## config.mk

```make
export PLATFORM = sky130hd
export DESIGN_NAME = clk_div_ctrl_flat
export DESIGN_NICKNAME = d
export VERILOG_FILES = /design/src/rtl/clk_div_pkg.sv /design/src/rtl/clk_div_ctrl_if.sv /design/src/rtl/clk_div_core.sv /design/src/rtl/clk_div_ctrl.sv /design/src/flat_wrapper.sv
export SDC_FILE = /design/constraint.sdc
export NUM_CORES = 1
export LEC_CHECK = 0
export CAP_MARGIN = 5
export CORE_MARGIN = 5
export CORE_UTILIZATION = 65
export DETAILED_ROUTE_END_ITERATION = 10
export DONT_BUFFER_PORTS = 1
export PLACE_DENSITY_LB_ADDON = 0.1
export SETUP_SLACK_MARGIN = 0.3
export SLEW_MARGIN = 0
export SYNTH_ARGS = -nofsm -noshare
export SYNTH_HDL_FRONTEND = slang
export SYNTH_SLANG_ARGS = --single-unit
```

## constraint.sdc

```tcl
create_clock -name clk -period 9.5 [get_ports clk]
set_input_delay 0.475 -clock clk [delete_from_list [all_inputs] [get_ports clk]]
set_output_delay 0.475 -clock clk [all_outputs]
set_load 0.02 [all_outputs]
```

## src/rtl/clk_div_pkg.sv

```systemverilog
// ---------------------------------------------------------------------------
// clk_div_pkg
// Shared definitions for the programmable clock-enable divider:
//   - state_t : controller states (stopped, running, ratio change pending)
//   - DIV_MIN : smallest ratio the divider can produce
//   - half()  : length of the high phase for a given ratio
// ---------------------------------------------------------------------------
package clk_div_pkg;

    typedef enum logic [1:0] {
        ST_STOP   = 2'd0,
        ST_RUN    = 2'd1,
        ST_SWITCH = 2'd2
    } state_t;

    localparam int DIV_MIN = 2;

    // The high phase is the lower half of the period; for odd ratios the
    // extra cycle lands in the low phase.
    function automatic int unsigned half(input int unsigned n);
        return n >> 1;
    endfunction

endpackage

```

## src/rtl/clk_div_ctrl_if.sv

```systemverilog
// ---------------------------------------------------------------------------
// clk_div_ctrl_if
// Ratio configuration handshake between the control logic (master) and the
// divider controller (slave).
//   cfg_valid : master offers a new ratio
//   cfg_div   : requested ratio N
//   cfg_ready : controller can accept a ratio this cycle
//   cfg_err   : one-cycle pulse, the accepted ratio was illegal
// ---------------------------------------------------------------------------
interface clk_div_ctrl_if #(
    parameter int DIV_W = 8
);
    logic             cfg_valid;
    logic [DIV_W-1:0] cfg_div;
    logic             cfg_ready;
    logic             cfg_err;

    modport master (
        output cfg_valid,
        output cfg_div,
        input  cfg_ready,
        input  cfg_err
    );

    modport slave (
        input  cfg_valid,
        input  cfg_div,
        output cfg_ready,
        output cfg_err
    );
endinterface

```

## src/rtl/clk_div_core.sv

```systemverilog
// ---------------------------------------------------------------------------
// clk_div_core
// Period counter and output flops of the divider.
//   clk, rst   : system clock, synchronous active-high reset
//   active_i   : divider is running in the current cycle
//   run_i      : divider will be running in the next cycle
//   load_i     : restart the period at zero on this edge
//   n_i        : ratio in effect for the current cycle
//   n_next_i   : ratio in effect from the next cycle on
//   wrap_o     : current cycle is the last one of the period
//   po_cnt_o   : divided output, straight from a flop
//   po_tick_o  : pulse on the first cycle of each period
// ---------------------------------------------------------------------------
module clk_div_core
    import clk_div_pkg::*;
#(
    parameter int DIV_W = 8
) (
    input  logic             clk,
    input  logic             rst,
    input  logic             active_i,
    input  logic             run_i,
    input  logic             load_i,
    input  logic [DIV_W-1:0] n_i,
    input  logic [DIV_W-1:0] n_next_i,
    output logic             wrap_o,
    output logic             po_cnt_o,
    output logic             po_tick_o
);

    logic [DIV_W-1:0] cnt_q;
    logic [DIV_W-1:0] cnt_d;
    logic [DIV_W-1:0] halfN;
    logic             po_cnt_q;
    logic             po_cnt_d;
    logic             po_tick_q;
    logic             po_tick_d;

    assign wrap_o = active_i && (cnt_q == (n_i - DIV_W'(1)));

    // The outputs are computed from the counter value and ratio of the
    // coming cycle so that they can be registered without a cycle of lag.
    always_comb begin
        cnt_d = '0;
        if (run_i && !load_i && !wrap_o) begin
            cnt_d = cnt_q + DIV_W'(1);
        end
        halfN     = DIV_W'(half(32'(n_next_i)));
        po_cnt_d  = run_i && (cnt_d < halfN);
        po_tick_d = run_i && (cnt_d == '0);
    end

    always_ff @(posedge clk) begin
        if (rst) begin
            cnt_q     <= '0;
            po_cnt_q  <= 1'b0;
            po_tick_q <= 1'b0;
        end else begin
            cnt_q     <= cnt_d;
            po_cnt_q  <= po_cnt_d;
            po_tick_q <= po_tick_d;
        end
    end

    assign po_cnt_o  = po_cnt_q;
    assign po_tick_o = po_tick_q;

endmodule

```

## src/rtl/clk_div_ctrl.sv

```systemverilog
// ---------------------------------------------------------------------------
// clk_div_ctrl
// Run-time controller for the divide-by-N clock-enable path. Ratio changes
// and start/stop requests take effect only at period boundaries.
//   clk, rst  : system clock, synchronous active-high reset
//   en        : run request, level sensitive, acted on at period ends
//   cfg       : ratio handshake (slave side of clk_div_ctrl_if)
//   po_cnt    : divided output
//   po_tick   : pulse on the first cycle of each period
//   active    : divider running or switching ratio
// ---------------------------------------------------------------------------
module clk_div_ctrl
    import clk_div_pkg::*;
#(
    parameter int DIV_W   = 8,
    parameter int DEF_DIV = 4
) (
    input  logic                 clk,
    input  logic                 rst,
    input  logic                 en,
    clk_div_ctrl_if.slave        cfg,
    output logic                 po_cnt,
    output logic                 po_tick,
    output logic                 active
);

    generate
        if (DEF_DIV < DIV_MIN || DEF_DIV > (2 ** DIV_W) - 1) begin : g_bad_def_div
            $error("clk_div_ctrl: DEF_DIV outside 2 .. 2^DIV_W-1");
        end
    endgenerate

    state_t           state_q;
    state_t           state_d;
    logic [DIV_W-1:0] n_q;
    logic [DIV_W-1:0] n_d;
    logic [DIV_W-1:0] shadow_q;
    logic [DIV_W-1:0] shadow_d;
    logic             err_q;
    logic             err_d;

    logic             xfer;
    logic             legal;
    logic             xferOk;
    logic             wrap;
    logic             runNext;
    logic             load;

    assign xfer   = cfg.cfg_valid && cfg.cfg_ready;
    assign legal  = cfg.cfg_div >= DIV_W'(DIV_MIN);
    assign xferOk = xfer && legal;

    // State, ratio, shadow and error registers.
    always_ff @(posedge clk) begin
        if (rst) begin
            state_q  <= ST_STOP;
            n_q      <= DIV_W'(DEF_DIV);
            shadow_q <= '0;
            err_q    <= 1'b0;
        end else begin
            state_q  <= state_d;
            n_q      <= n_d;
            shadow_q <= shadow_d;
            err_q    <= err_d;
        end
    end

    // A ratio arriving mid-period waits in the shadow register until the
    // wrap edge; one arriving exactly on the wrap edge needs no waiting.
    always_comb begin
        state_d  = state_q;
        n_d      = n_q;
        shadow_d = shadow_q;
        err_d    = xfer && !legal;
        case (state_q)
            ST_STOP: begin
                if (xferOk) begin
                    n_d = cfg.cfg_div;
                end
                if (en) begin
                    state_d = ST_RUN;
                end
            end
            ST_RUN: begin
                if (wrap) begin
                    if (xferOk) begin
                        n_d = cfg.cfg_div;
                    end
                    if (!en) begin
                        state_d = ST_STOP;
                    end
                end else if (xferOk) begin
                    shadow_d = cfg.cfg_div;
                    state_d  = ST_SWITCH;
                end
            end
            ST_SWITCH: begin
                if (wrap) begin
                    n_d     = shadow_q;
                    state_d = en ? ST_RUN : ST_STOP;
                end
            end
            default: begin
                state_d = ST_STOP;
            end
        endcase
    end

    // Status outputs and core controls derived from the state.
    always_comb begin
        cfg.cfg_ready = (state_q != ST_SWITCH);
        active        = (state_q != ST_STOP);
        load          = (state_q == ST_STOP);
        runNext       = (state_d != ST_STOP);
    end

    assign cfg.cfg_err = err_q;

    clk_div_core #(
        .DIV_W(DIV_W)
    ) u_core (
        .clk       (clk),
        .rst       (rst),
        .active_i  (active),
        .run_i     (runNext),
        .load_i    (load),
        .n_i       (n_q),
        .n_next_i  (n_d),
        .wrap_o    (wrap),
        .po_cnt_o  (po_cnt),
        .po_tick_o (po_tick)
    );

endmodule

```

## src/flat_wrapper.sv

```systemverilog
// flat-port wrapper written by rule: the top's interface ports become plain ports
module clk_div_ctrl_flat import clk_div_pkg::*;
#(
    parameter int DIV_W   = 8,
    parameter int DEF_DIV = 4
)
  (clk, rst, en, po_cnt, po_tick, active, cfg_cfg_valid, cfg_cfg_div, cfg_cfg_ready, cfg_cfg_err);
  clk_div_ctrl_if #(.DIV_W(DIV_W)) cfg_i ();
  input  logic clk;
  input  logic rst;
  input  logic en;
  output logic po_cnt;
  output logic po_tick;
  output logic active;
  input wire logic [$bits(cfg_i.cfg_valid)-1:0] cfg_cfg_valid;
  input wire logic [$bits(cfg_i.cfg_div)-1:0] cfg_cfg_div;
  output wire logic [$bits(cfg_i.cfg_ready)-1:0] cfg_cfg_ready;
  output wire logic [$bits(cfg_i.cfg_err)-1:0] cfg_cfg_err;
  assign cfg_i.cfg_valid = cfg_cfg_valid;
  assign cfg_i.cfg_div = cfg_cfg_div;
  assign cfg_cfg_ready = cfg_i.cfg_ready;
  assign cfg_cfg_err = cfg_i.cfg_err;
  clk_div_ctrl #(.DIV_W(DIV_W), .DEF_DIV(DEF_DIV)) u_core (.clk(clk), .rst(rst), .en(en), .cfg(cfg_i), .po_cnt(po_cnt), .po_tick(po_tick), .active(active));
endmodule
```

==> results_dict.tcl <==
set metrics [dict create \
    drtAntennaViolNets 0 \
    area_delta_synth_final_pct 1.056 \
    synth_ff_type "dfxtp_1" \
    grt_setup_unrepaired "no" \
    total_power_uw 290.5 \
    p_per_area_nw_per_um2 151.6 \
    finalWirelength_um 4259 \
    ctsHtreeMaxLevel 2 \
    maxSlewHeadroom_pct 38.24 \
    start_util_pct 68.20 \
    path_class "flip-flop to flip-flop" \
    worstPathRequired_ps 9780 \
    grt_pass1_vias 1520 \
    core_sq_um 2781 \
    hold_violations 0 \
    chipHeight_um 64.02 \
    ys.warnings.count 0 \
    finalCritPeriodShare_pct 42.93 \
    cts.sinks 29 \
    period_minus_slack_ps 4078 \
    grt_antenna_before_repair 0 \
    postCtsSetupRepairBufs 0 \
    synth_cell_types 44 \
    hold_class "input pin to flip-flop" \
    hold_buffers 0 \
    detail_route.iter0.violations 225 \
    synth_top_area_share_pct 30.61 \
    seq_area_frac_synth_pct 30.61 \
    grt_max_degree 28 \
    rows 19 \
    syn-cell-area_sq_um 1897 \
    syn_inst 239 \
    max-cap-violations 0 \
    final_util_pct 68.92 \
    crit_path_start_kind "flip-flop" \
    status "complete, no violations" \
    io_pins 17 \
    worst-slew-pin-transition_ps 925.2 \
    ys_seq_elements 29 \
    vias_per_cell 6.324 \
    grt_usage_pct 21.07 \
    nNetsFinal 250 \
    irDropWorstVdd_uv 142.4 \
    setup_violations 0 \
    cts_buffers 5 \
    drv_slew 0 \
    path_max_fanout 27 \
    avgSynthCellArea_sq_um 7.936 \
    cts-root-buf "clkbuf_4" \
    crit_path_end_kind "flip-flop" \
    layout-drive-gt1-share_pct 5.628 \
    chipWidth_um 64.02 \
    finClkSkew_ps 13.74 \
    arrival_ps 4360 \
    yosys-top-cells-area "dfxtp_1 (31%), nor2_1 (10%), mux2i_1 (7.9%)" \
    synth_top_area_cell "dfxtp_1" \
    cts_max_path_buffers 2 \
    place_hpwl_um 3230 \
    cts_resized 0 \
    leakagePower_nw 0.7800 \
    path_clk_slew_ps 100 \
    syn-num-nets 259 \
    synth-edff-count 0 \
    insertion_delay_ps 340 \
    r2r_slack_ps 5420 \
    fillers 239 \
    place.gp.congestion 0.9621 \
    fmax_mhz 245.2 \
    overflow 0 \
    drtPass1Iterations 4 \
    diodes 0 \
    die_area_sq_um 4099 \
    grt_pass1_wl_um 6886 \
    wl_per_cell_um 16.26 \
    synth-async-reset-ratio_pct 0 \
    tns_ps 0 \
    portBuffers 0 \
    drc 0 \
    num_vias 1657 \
    cts_tree "built" \
]
## logic make-up after synthesis
kind of cell	after synthesis	synth area share, %
XOR/XNOR	18	8.707
AO/OA/AOI/OAI	45	18.47
multiplexers	15	7.915
buffers and inverters	26	5.673
flip-flops	29	30.61
adder cells (fa/ha/maj)	8	5.277
AND/OR/NAND/NOR	98	23.35
## through the flow
step	setup WS (ps)	cells	hold slack (ps)	cell area, sq um
after floorplan	6452	239	463.2	1897
after global placement	5739	254	481.5	1866
after detailed placement	5530	254	489.6	1866
after CTS	5502	262	192.2	1917
after global routing	5078	262	169.1	1917
final	5422	262	192.7	1917
## flip-flops by register name, indices dropped and copies added (netlist names)
name                     cells
u_core.n_q                   8
u_core.shadow_q              8
u_core.cfg.cfg_err           1
u_core.u_core.po_tick_o      1
u_core.u_core.cnt_q          8
u_core.state_q               2
u_core.u_core.po_cnt_o       1
## synth_stat cells (3+ instances only)
| cell | instances |
|---|---|
| nor3_1 | 12 |
| nand3_1 | 6 |
| nand2b_1 | 5 |
| nor4_1 | 3 |
| buf_2 | 5 |
| nor2_1 | 52 |
| xnor2_1 | 12 |
| a31oi_1 | 10 |
| mux2i_1 | 15 |
| dfxtp_1 | 29 |
| clkbuf_1 | 10 |
| a21oi_1 | 5 |
| xor2_1 | 5 |
| ha_1 | 8 |
| a211oi_1 | 10 |
| nand2_1 | 9 |
| inv_1 | 10 |
| nor2b_1 | 3 |
## critical path, cell delays in order, from the launching register on
cell,delay [ps]
dfxtp_1,940
nand2b_1,380
nand2_1,180
o21bai_1,410
mux2i_1,310
nor2_1,60
a31oi_1,180
nor2_1,60
a211oi_1,330
ha_1,300
o21a_1,170
o211ai_1,260
nor2_1,80
a2bb2oi_1,170
nand4b_1,110
nand2_1,70
## worst paths after layout
kind | start | to | depth (start not counted)
worst max-delay path | u_core.state_q[1] | u_core.u_core.po_cnt_o | 15
worst min-delay path | cfg_cfg_div[1] | u_core.cfg.cfg_err | 1
worst max register to register | u_core.state_q[1] | u_core.u_core.po_cnt_o | 15
worst min register to register | u_core.shadow_q[7] | u_core.shadow_q[7] | 2
## report_power, final
group          switching (mW)  internal, mW
Clock                  0.0445        0.0281
Sequential             0.0150         0.130
Combinational          0.0410        0.0323
## placed cells by master, fill, tap and decap left out, types with 2 or more instances in the layout
cell type  count
mux2i_1       15
a2bb2oi_1      2
nor2_1        52
inv_1         10
clkinv_2       2
a31oi_1       10
nand2b_1       5
a21oi_1        5
nor2b_1        3
nand4_1        2
a211oi_1      10
a32oi_1        2
nor3_1        12
nand3_1        6
xnor2_1       12
dfxtp_1       29
ha_1           8
clkbuf_4       5
xor2_1         5
nor4_1         3
nand2_1        9
o21ai_0        2
## area by class of cell
class / instances / area [sq um] / area share [%]
multi-input cells: 184 / 1209 / 63.05
inverters: 10 / 37.54 / 1.958
clock buffers: 6 / 41.29 / 2.154
flip-flops and latches: 29 / 580.6 / 30.29
clock inverters: 2 / 10.01 / 0.5222
well taps: 31 / 38.79 / 2.023
## layer usage
metal  track usage, %  wire [um]
met5                0          0
met4            8.831        102
met3            7.706        365
met2            32.41       1907
met1            26.42       1883
Power figures use the tool's default switching activity.
